===== config.mk =====
export PLATFORM = sky130hd
export DESIGN_NAME = ace_ccu_inflight_sched
export DESIGN_NICKNAME = d
export VERILOG_FILES = /design/src/rtl/ace_pkg.sv /design/src/rtl/ace_ccu_slot_table.sv /design/src/rtl/ace_ccu_inflight_sched.sv
export SDC_FILE = /design/constraint.sdc
export NUM_CORES = 2
export LEC_CHECK = 0
export ABC_AREA = 1
export ABC_CLOCK_PERIOD_IN_PS = 25300
export BUFFER_PORTS_ARGS = -buffer_cell sky130_fd_sc_hd__buf_2
export CAP_MARGIN = 10
export CORE_ASPECT_RATIO = 0.7
export CORE_MARGIN = 3
export CORE_UTILIZATION = 30
export DETAILED_ROUTE_END_ITERATION = 7
export GPL_ROUTABILITY_DRIVEN = 0
export PLACE_DENSITY_LB_ADDON = 0.08
export SYNTH_ARGS = -nofsm -noshare
export SYNTH_HDL_FRONTEND = slang
export SYNTH_SLANG_ARGS = --single-unit

===== constraint.sdc =====
create_clock -name clk_i -period 25.3 [get_ports clk_i]
set_input_delay 1.265 -clock clk_i [delete_from_list [all_inputs] [get_ports clk_i]]
set_output_delay 1.265 -clock clk_i [all_outputs]
set_load 0.03 [all_outputs]

===== src/rtl/ace_pkg.sv =====
// ace_pkg: ACE transaction types, in-flight slot record and inclusive range collision helper
package ace_pkg;
  typedef enum logic [2:0] {
    READ_NO_SNOOP  = 3'd0,
    READ_ONCE      = 3'd1,
    READ_SHARED    = 3'd2,
    READ_UNIQUE    = 3'd3,
    CLEAN_UNIQUE   = 3'd4,
    WRITE_NO_SNOOP = 3'd5,
    WRITE_BACK     = 3'd6,
    WRITE_UNIQUE   = 3'd7
  } ace_trs_t;
  typedef struct packed {
    logic        valid;
    logic [63:0] start_addr;
    logic [63:0] end_addr;
  } ccu_slot_t;
  function automatic logic check_collision(input logic [63:0] a_start, input logic [63:0] a_end,
                                           input logic [63:0] b_start, input logic [63:0] b_end);
    return (a_start <= b_end) && (b_start <= a_end);
  endfunction
endpackage


===== src/rtl/ace_ccu_slot_table.sv =====
// ace_ccu_slot_table: in-flight address slots, per-requester collision vector, free-slot encoder, occupancy
module ace_ccu_slot_table
  import ace_pkg::*;
#(
  parameter int NoReqs    = 2,
  parameter int NoSlots   = 4,
  parameter int AddrWidth = 64,
  parameter int SW        = (NoSlots > 1) ? $clog2(NoSlots) : 1,
  parameter int OW        = $clog2(NoSlots + 1)
) (
  input  logic                                clk_i,
  input  logic                                rst_i,
  input  logic [NoReqs-1:0][AddrWidth-1:0]    req_start_addr,
  input  logic [NoReqs-1:0][AddrWidth-1:0]    req_end_addr,
  input  logic                                alloc_valid,
  input  logic [63:0]                         alloc_start,
  input  logic [63:0]                         alloc_end,
  input  logic                                done_valid,
  input  logic [SW-1:0]                       done_slot,
  output logic [NoReqs-1:0]                   collide,
  output logic                                free_any,
  output logic [SW-1:0]                       free_slot,
  output logic [OW-1:0]                       occupancy
);
  ccu_slot_t [NoSlots-1:0] slots;
  // frees completed slots, then allocates the lowest free slot so a same-slot alloc wins
  always_ff @(posedge clk_i or posedge rst_i) begin
    if (rst_i) begin
      slots <= '0;
    end else begin
      for (int s = 0; s < NoSlots; s++) begin
        if (done_valid && done_slot == SW'(s)) slots[s].valid <= 1'b0;
        if (alloc_valid && free_slot == SW'(s)) slots[s] <= '{valid: 1'b1, start_addr: alloc_start, end_addr: alloc_end};
      end
    end
  end
  // collision per requester against every valid slot, using registered state only
  always_comb begin
    collide = '0;
    for (int r = 0; r < NoReqs; r++)
      for (int s = 0; s < NoSlots; s++)
        if (slots[s].valid && check_collision(64'(req_start_addr[r]), 64'(req_end_addr[r]),
                                              slots[s].start_addr, slots[s].end_addr))
          collide[r] = 1'b1;
  end
  // lowest-index free slot and count of occupied slots
  always_comb begin
    free_any  = 1'b0;
    free_slot = '0;
    occupancy = '0;
    for (int s = NoSlots - 1; s >= 0; s--) begin
      if (!slots[s].valid) begin
        free_any  = 1'b1;
        free_slot = SW'(s);
      end
      occupancy = occupancy + OW'(slots[s].valid);
    end
  end
endmodule


===== src/rtl/ace_ccu_inflight_sched.sv =====
// ace_ccu_inflight_sched: round-robin scheduler admitting non-overlapping coherent requests (CCU_NOSNOOP_BYPASS_EN lets no-snoop traffic skip tracking)
module ace_ccu_inflight_sched
  import ace_pkg::*;
#(
  parameter int NoReqs    = 2,
  parameter int NoSlots   = 4,
  parameter int AddrWidth = 64,
  parameter int IW        = $clog2(NoReqs),
  parameter int SW        = (NoSlots > 1) ? $clog2(NoSlots) : 1,
  parameter int OW        = $clog2(NoSlots + 1)
) (
  input  logic                             clk_i,
  input  logic                             rst_i,
  input  logic [NoReqs-1:0]                req_valid_i,
  output logic [NoReqs-1:0]                req_ready_o,
  input  logic [NoReqs-1:0][AddrWidth-1:0] req_start_addr_i,
  input  logic [NoReqs-1:0][AddrWidth-1:0] req_end_addr_i,
  input  logic [NoReqs-1:0][2:0]           req_trs_i,
  output logic                             gnt_valid_o,
  input  logic                             gnt_ready_i,
  output logic [IW-1:0]                    gnt_idx_o,
  output logic [SW-1:0]                    gnt_slot_o,
  output logic [2:0]                       gnt_trs_o,
  input  logic                             done_valid_i,
  input  logic [SW-1:0]                    done_slot_i,
  output logic [OW-1:0]                    occupancy_o,
  output logic                             busy_o
);
  logic [NoReqs-1:0] collide, byp, elig;
  logic              free_any, win, win_byp, out_free;
  logic [SW-1:0]     free_slot;
  logic [IW-1:0]     win_idx, rr_ptr;
  ace_ccu_slot_table #(
    .NoReqs(NoReqs), .NoSlots(NoSlots), .AddrWidth(AddrWidth), .SW(SW), .OW(OW)
  ) u_table (
    .clk_i          (clk_i),
    .rst_i          (rst_i),
    .req_start_addr (req_start_addr_i),
    .req_end_addr   (req_end_addr_i),
    .alloc_valid    (win && !win_byp),
    .alloc_start    (64'(req_start_addr_i[win_idx])),
    .alloc_end      (64'(req_end_addr_i[win_idx])),
    .done_valid     (done_valid_i),
    .done_slot      (done_slot_i),
    .collide        (collide),
    .free_any       (free_any),
    .free_slot      (free_slot),
    .occupancy      (occupancy_o)
  );
  assign out_free = !gnt_valid_o || gnt_ready_i;
  assign win_byp  = byp[win_idx];
  assign busy_o   = (occupancy_o != '0) || gnt_valid_o;
  // no-snoop requests bypass tracking only when the bypass feature is built in
  always_comb begin
    byp = '0;
`ifdef CCU_NOSNOOP_BYPASS_EN
    for (int i = 0; i < NoReqs; i++)
      byp[i] = (req_trs_i[i] == READ_NO_SNOOP) || (req_trs_i[i] == WRITE_NO_SNOOP);
`endif
  end
  // eligibility and round-robin pick starting at rr_ptr, colliding requesters are skipped
  always_comb begin
    elig        = '0;
    win         = 1'b0;
    win_idx     = '0;
    req_ready_o = '0;
    for (int i = 0; i < NoReqs; i++)
      elig[i] = req_valid_i[i] && out_free && (byp[i] || (!collide[i] && free_any));
    for (int k = 0; k < NoReqs; k++)
      if (!win && elig[IW'((int'(rr_ptr) + k) % NoReqs)]) begin
        win     = 1'b1;
        win_idx = IW'((int'(rr_ptr) + k) % NoReqs);
      end
    if (win) req_ready_o[win_idx] = 1'b1;
  end
  // output register and round-robin pointer update
  always_ff @(posedge clk_i or posedge rst_i) begin
    if (rst_i) begin
      gnt_valid_o <= 1'b0;
      gnt_idx_o   <= '0;
      gnt_slot_o  <= '0;
      gnt_trs_o   <= '0;
      rr_ptr      <= '0;
    end else if (win) begin
      gnt_valid_o <= 1'b1;
      gnt_idx_o   <= win_idx;
      gnt_slot_o  <= win_byp ? '0 : free_slot;
      gnt_trs_o   <= req_trs_i[win_idx];
      rr_ptr      <= (win_idx == IW'(NoReqs - 1)) ? '0 : win_idx + 1'b1;
    end else if (gnt_ready_i) begin
      gnt_valid_o <= 1'b0;
    end
  end
endmodule


### Yosys cells after proc, flatten, opt, wreduce, memory -nomap -nowiden

Cells that the tools add are included.

* add/sub/neg operators: 5
* eq/ne operators: 6
* reductions and logical operators: 36
* order comparisons: 12
* mux-type cells: 42

Operators with widths (count)
* $mux W129: 4
* $le A64 B64 Y1: 8
* $mux W64: 4
* $mux W1: 25
* $logic_and A1 B1 Y1: 22
* $mux W2: 6
* $reduce_bool A2 Y1: 5
* $eq A2 B2 Y1 const B: 4
* $add A3 B1 Y3: 2
* $lt A1 B3 Y1 const B: 2
* $mux W3: 2
* $eq A2 B1 Y1 const B: 2
* $logic_not A1 Y1: 4
* $logic_not A2 Y1: 2
* $reduce_bool A3 Y1: 1
* $add A1 B1 Y1 const B: 2
* $add A1 B1 Y2: 1
* $logic_or A1 B1 Y1: 2
* $lt A1 B2 Y1 const B: 1
* $demux W1 S1: 1
* $ge A1 B1 Y1 const B: 1

* output and inout bits: 13
* bits in registers: 524

### Logic depth before layout (Yosys ltp)

* word-level depth: 22
* gate-level depth with buffers: 26
* gate-level depth less buffers: 24

### Cells and area by module

Synthesis repeated with hierarchy kept, for this count alone.

* cell total of the unflattened synthesis: 5974
* area, all modules: 45187.1 sq um

Modules (own cells, without submodules)
* ace_ccu_slot_table: times used 1, seq. area each 12912.4 sq um, cells each 5498, area each 42894.9 sq um
* ace_ccu_inflight_sched: times used 1, seq. area each 200.2 sq um, cells each 476, area each 2292.2 sq um

### Worst setup path after synthesis

No wires, ideal clock.

* path kind: input to output
* from: in req_end_addr_i[31] (netlist bit)
* to: out req_ready_o[0]
* data required time: 24.035 ns
* stages on the path: 17
* setup slack: 20.548 ns
* arrival time: 3.487 ns
* buffers on the path: 1
* cell sequence: inv_1 > ha_1 > nand2_1 > nor2_1 > nand2_1 > nor3_2 > nand2_1 > nand3_1 > nand2_1 > nand2_1 > nand2_1 > nand3_2 > nand2_1 > nor2_4 > nand2_4 > clkbuf_1 > nor2_1

* longest elaborated chain between the ends: 21
* elaborated cells on any way between the ends: 35
* classes of those cells: 6 x order compare; 15 x mux; 14 x reduce/logical

RTL lines
* from (decl): RTL line ace_ccu_inflight_sched.sv:17 `input logic [NoReqs-1:0][AddrWidth-1:0] req_end_addr_i,`
* $le A64 B64 Y1: RTL line ace_pkg.sv:20 `return (a_start <= b_end) && (b_start <= a_end);`
* $logic_and A1 B1 Y1: RTL line ace_pkg.sv:20
* $logic_and A1 B1 Y1: RTL line ace_ccu_slot_table.sv:42 `if (slots[s].valid && check_collision(64'(req_start_addr[r]), 64'(req_end_addr[r]),`
* $mux W1 (3 in a row): RTL line ace_ccu_slot_table.sv:42
* $mux W1 (*): RTL line ace_ccu_slot_table.sv:42
* $logic_not A1 Y1 (*): RTL line ace_ccu_inflight_sched.sv:68 `elig[i] = req_valid_i[i] && out_free && (byp[i] || (!collide[i] && free_any));`
* $logic_and A1 B1 Y1 (*) (2 in a row): RTL line ace_ccu_inflight_sched.sv:68
* $mux W1 (implied by the code) (2 in a row): RTL line ace_ccu_inflight_sched.sv:70 `if (!win && elig[IW'((int'(rr_ptr) + k) % NoReqs)]) begin`
* $mux W1: RTL line ace_ccu_inflight_sched.sv:70
* $logic_not A1 Y1: RTL line ace_ccu_inflight_sched.sv:70
* $logic_and A1 B1 Y1: RTL line ace_ccu_inflight_sched.sv:70
* $mux W1: RTL line ace_ccu_inflight_sched.sv:70
* $lt A1 B2 Y1 (implied by the code) / $ge A1 B1 Y1 (equally long branches): RTL line ace_ccu_inflight_sched.sv:74 `if (win) req_ready_o[win_idx] = 1'b1;`
* $logic_and A1 B1 Y1 (implied by the code): RTL line ace_ccu_inflight_sched.sv:74
* $mux W1 (implied by the code): RTL line ace_ccu_inflight_sched.sv:74
* $demux W1 S1: RTL line ace_ccu_inflight_sched.sv:74
* $mux W2 (*): RTL line ace_ccu_inflight_sched.sv:74
* to (decl): RTL line ace_ccu_inflight_sched.sv:15 `output logic [NoReqs-1:0] req_ready_o,`

Every way passes the cells marked *; elsewhere a longest branch is shown, timed or not. The select of a mux whose other input is x is not followed.

### Worst setup path in the final report

* from: in req_start_addr_i[61] (netlist bit)
* to: out req_ready_o[1]

* longest elaborated chain between the ends: 21
* elaborated cells on any way between the ends: 35
* classes of those cells: 6 x order compare; 15 x mux; 14 x reduce/logical

RTL lines
* from (decl): RTL line ace_ccu_inflight_sched.sv:16 `input logic [NoReqs-1:0][AddrWidth-1:0] req_start_addr_i,`
* $le A64 B64 Y1: RTL line ace_pkg.sv:20
* $logic_and A1 B1 Y1: RTL line ace_pkg.sv:20
* $logic_and A1 B1 Y1: RTL line ace_ccu_slot_table.sv:42
* $mux W1 (3 in a row): RTL line ace_ccu_slot_table.sv:42
* $mux W1 (*): RTL line ace_ccu_slot_table.sv:42
* $logic_not A1 Y1 (*): RTL line ace_ccu_inflight_sched.sv:68
* $logic_and A1 B1 Y1 (*) (2 in a row): RTL line ace_ccu_inflight_sched.sv:68
* $mux W1 (implied by the code) (2 in a row): RTL line ace_ccu_inflight_sched.sv:70
* $mux W1: RTL line ace_ccu_inflight_sched.sv:70
* $logic_not A1 Y1: RTL line ace_ccu_inflight_sched.sv:70
* $logic_and A1 B1 Y1: RTL line ace_ccu_inflight_sched.sv:70
* $mux W1: RTL line ace_ccu_inflight_sched.sv:70
* $lt A1 B2 Y1 (implied by the code) / $ge A1 B1 Y1 (equally long branches): RTL line ace_ccu_inflight_sched.sv:74
* $logic_and A1 B1 Y1 (implied by the code): RTL line ace_ccu_inflight_sched.sv:74
* $mux W1 (implied by the code): RTL line ace_ccu_inflight_sched.sv:74
* $demux W1 S1: RTL line ace_ccu_inflight_sched.sv:74
* $mux W2 (*): RTL line ace_ccu_inflight_sched.sv:74

Marks and branches as above.

==> run metrics <==
status complete, no violations; unrepaired setup endpoints after global routing false; Die Width 418 µm; Layout Utilization 0.344; sequential area share after synthesis 0.369; post-layout power around 4.6 mW; DP Worst Slack around 18 ns; Netlist cell types 30; hold_sp u_table.slots[419]; Syn Area/Cell approximately 7.5 µm²; Total GRT Usage 0.217; detailed placer's ending HPWL a little over 90000 µm; Worst Path Max Fanout 33; Startpoint Class input port; Antenna Nets Post-Route 0; most frequent cells in the layout nand2_1, inv_1, nand3_1, dfrtp_1, ha_1; reg-to-reg startpoint u_table.slots[190]; Fmax between 150 and 200 MHz; clock sink count 524; largest area contributor in the netlist dfrtp_1; pin count of the biggest net entering global routing about 150; worst hold path class reg2reg; Initial DRT Pass Iterations 5; main area contributors after synthesis dfrtp_1, ha_1, nand2_1; Logic pwr share 0.474; htree depth 3; Seq cells post-synth between 500 and 600; post_cts resized 0; global route total overflow 0; final hold vios 0; crit path DAT 5.39 ns; final WL between 100000 and 150000 µm; Max-slew headroom 0.209; Area Overhead vs Synth 13.5%; CTS tree built; ys async rst share 1.00; Sequential Area roughly 0.013 mm²; post-CTS setup buffer count 0; Clk pwr share 0.210; Syn Nets 5519; Primary FF master, synth dfrtp_1; Residual DRC 0; First DRT Iteration DRCs about 2200; Setup TNS 0 ns; Setup Skew ~0.027 ns; Power Dens Cells between 100 and 150 mW/mm²; CP endpoint kind output port; area of the multi-input gates 0.0192 mm²; nets between 5000 and 6000; number of synthesized flops with an enable pin 0; Via Count around 32000; Post-DP Area 0.0382 mm²; clk slew on worst S/H paths roughly 0.060 ns; Period minus WS final between 6 and 7 ns; Syn Inst Count between 4000 and 5000; leading cell type in the layout, fill and taps excluded nand2_1; Peak VDD IR roughly 0.086 mV; site row count approximately 110; hold-critical path depth 2; top cell type's share of synthesized area 0.369; CTS root buf clkbuf_16; setup ws final ~19 ns; Psw 2.10 mW; switch share 0.460; Wirelength per Cell roughly 20 µm; die height slightly below 300 µm; Clk Latency, worst-skew pair 0.66 ns; actual slew at the worst max-slew pin 1.19 ns; Netlist Area Pre-Place 0.0356 mm²; Int Pwr 2.47 mW; clk buf depth 3; # hold bufs at CTS 0; layout cells sized above 1 0.0861; die footprint roughly 0.12 mm²; number of port buffers ~280; Final setup viols 0; vias in the first global route 30876; first-pass GRT wire length 201000 µm; core area between 0.1 and 0.15 mm²; number of placed I/O pins around 280; Filler Cell Count roughly 13000; Starting Density 0.303; Pins Over Slew Limit 0; leakage 22.6 nW; YS warnings 0; worst r2r path cells 18; Final Instance Area about 0.04 mm²; CTS buffer count 67; vias per cell ~4.8; initial antenna violation count 4; max-cap violations 0; Required @ worst endpoint approximately 24 ns; fin crit share 0.263; CP startpoint req_start_addr_i[61]; crit path kind in2out; Seq pwr share 0.316
[flip-flops by register name, summed over array words and instances (netlist names)]
register / cells
gnt_idx_o: 1
gnt_slot_o: 2
gnt_trs_o: 3
gnt_valid_o: 1
rr_ptr: 1
u_table.slots: 516
[cells in the mapped netlist (3+ instances only)]
| master | count |
|---|---|
| nor3_2 | 4 |
| nor2_1 | 134 |
| inv_2 | 4 |
| o21ai_1 | 3 |
| nor3_1 | 26 |
| a21o_1 | 4 |
| o21ai_0 | 77 |
| buf_2 | 84 |
| o21a_1 | 26 |
| nand4_1 | 165 |
| nor2_4 | 4 |
| inv_1 | 621 |
| nand3_1 | 552 |
| nand2_1 | 1624 |
| nor4_1 | 7 |
| a21oi_1 | 254 |
| buf_1 | 8 |
| buf_4 | 52 |
| nor4_2 | 3 |
| dfrtp_1 | 524 |
| ha_1 | 515 |
| o21bai_1 | 5 |
| clkbuf_1 | 27 |
[worst max-delay path, stage by stage]
cell     delay (ns)
buf_2          0.15
ha_1           0.30
nand2_1        0.09
nor3_1         0.64
nand3_1        0.47
a21oi_1        0.53
nor2_1         0.19
nand2_1        0.11
nand2_1        0.05
nand2_1        0.06
nand2_1        0.08
nand2_4        0.44
nand3_4        0.45
inv_1          0.31
buf_2          0.24
[path summary, 6_finish.rpt]
check / endpoint / slack, ns
worst max-delay path: req_ready_o[1] / 18.65
worst min-delay path: u_table.slots[419] / 0.48
worst max register to register: u_table.slots[65] / 19.12
worst min register to register: u_table.slots[419] / 0.48
max in group asynchronous: rr_ptr / 21.54
min in group asynchronous: u_table.slots[320] / 0.73
[routing by layer]
metal	track usage	share of wire
met5	0	0.000082
met3	0.0292	0.043
met1	0.332	0.52
met4	0.0443	0.019
met2	0.323	0.42
[per-stage QoR]
stage	hold slack (ns)	cells
after detailed placement	0.465	6418
after floorplan	0.449	4733
final	0.478	6540
after global routing	0.492	6536
after global placement	0.456	6418
after CTS	0.481	6536
[cell families (layout without fill, tap and decap cells)]
kind of cell / Yosys count / count (layout) / synth area share
and+or+nand+nor: 2528 / 2528 / 0.303
buffers and inverters: 796 / 1048 / 0.0925
DFF: 524 / 524 / 0.369
adders and majority gates: 516 / 516 / 0.182
AOI/OAI and AO/OA: 369 / 369 / 0.0544
other: 0 / 4 / 0
[layout make-up]
class,instances,share of cell area
sequential,524,0.325
multi-input combinational,3413,0.475
tap,1551,0.0481
clock inverter,16,0.00366
antenna,4,0.000248
inverter,625,0.0588
clock buffer,102,0.0488
timing repair buffer,305,0.0402
[power by group through the flow]
stage	registers, mW	clock network [mW]	logic, mW
floorplan	1.40	0	1.53
global placement	1.45	0	2.15
detailed placement	1.45	0	2.18
CTS	1.44	0.990	2.19
global route	1.49	1.02	2.50
finish	1.44	0.960	2.16
Power figures use the tool's default switching activity.
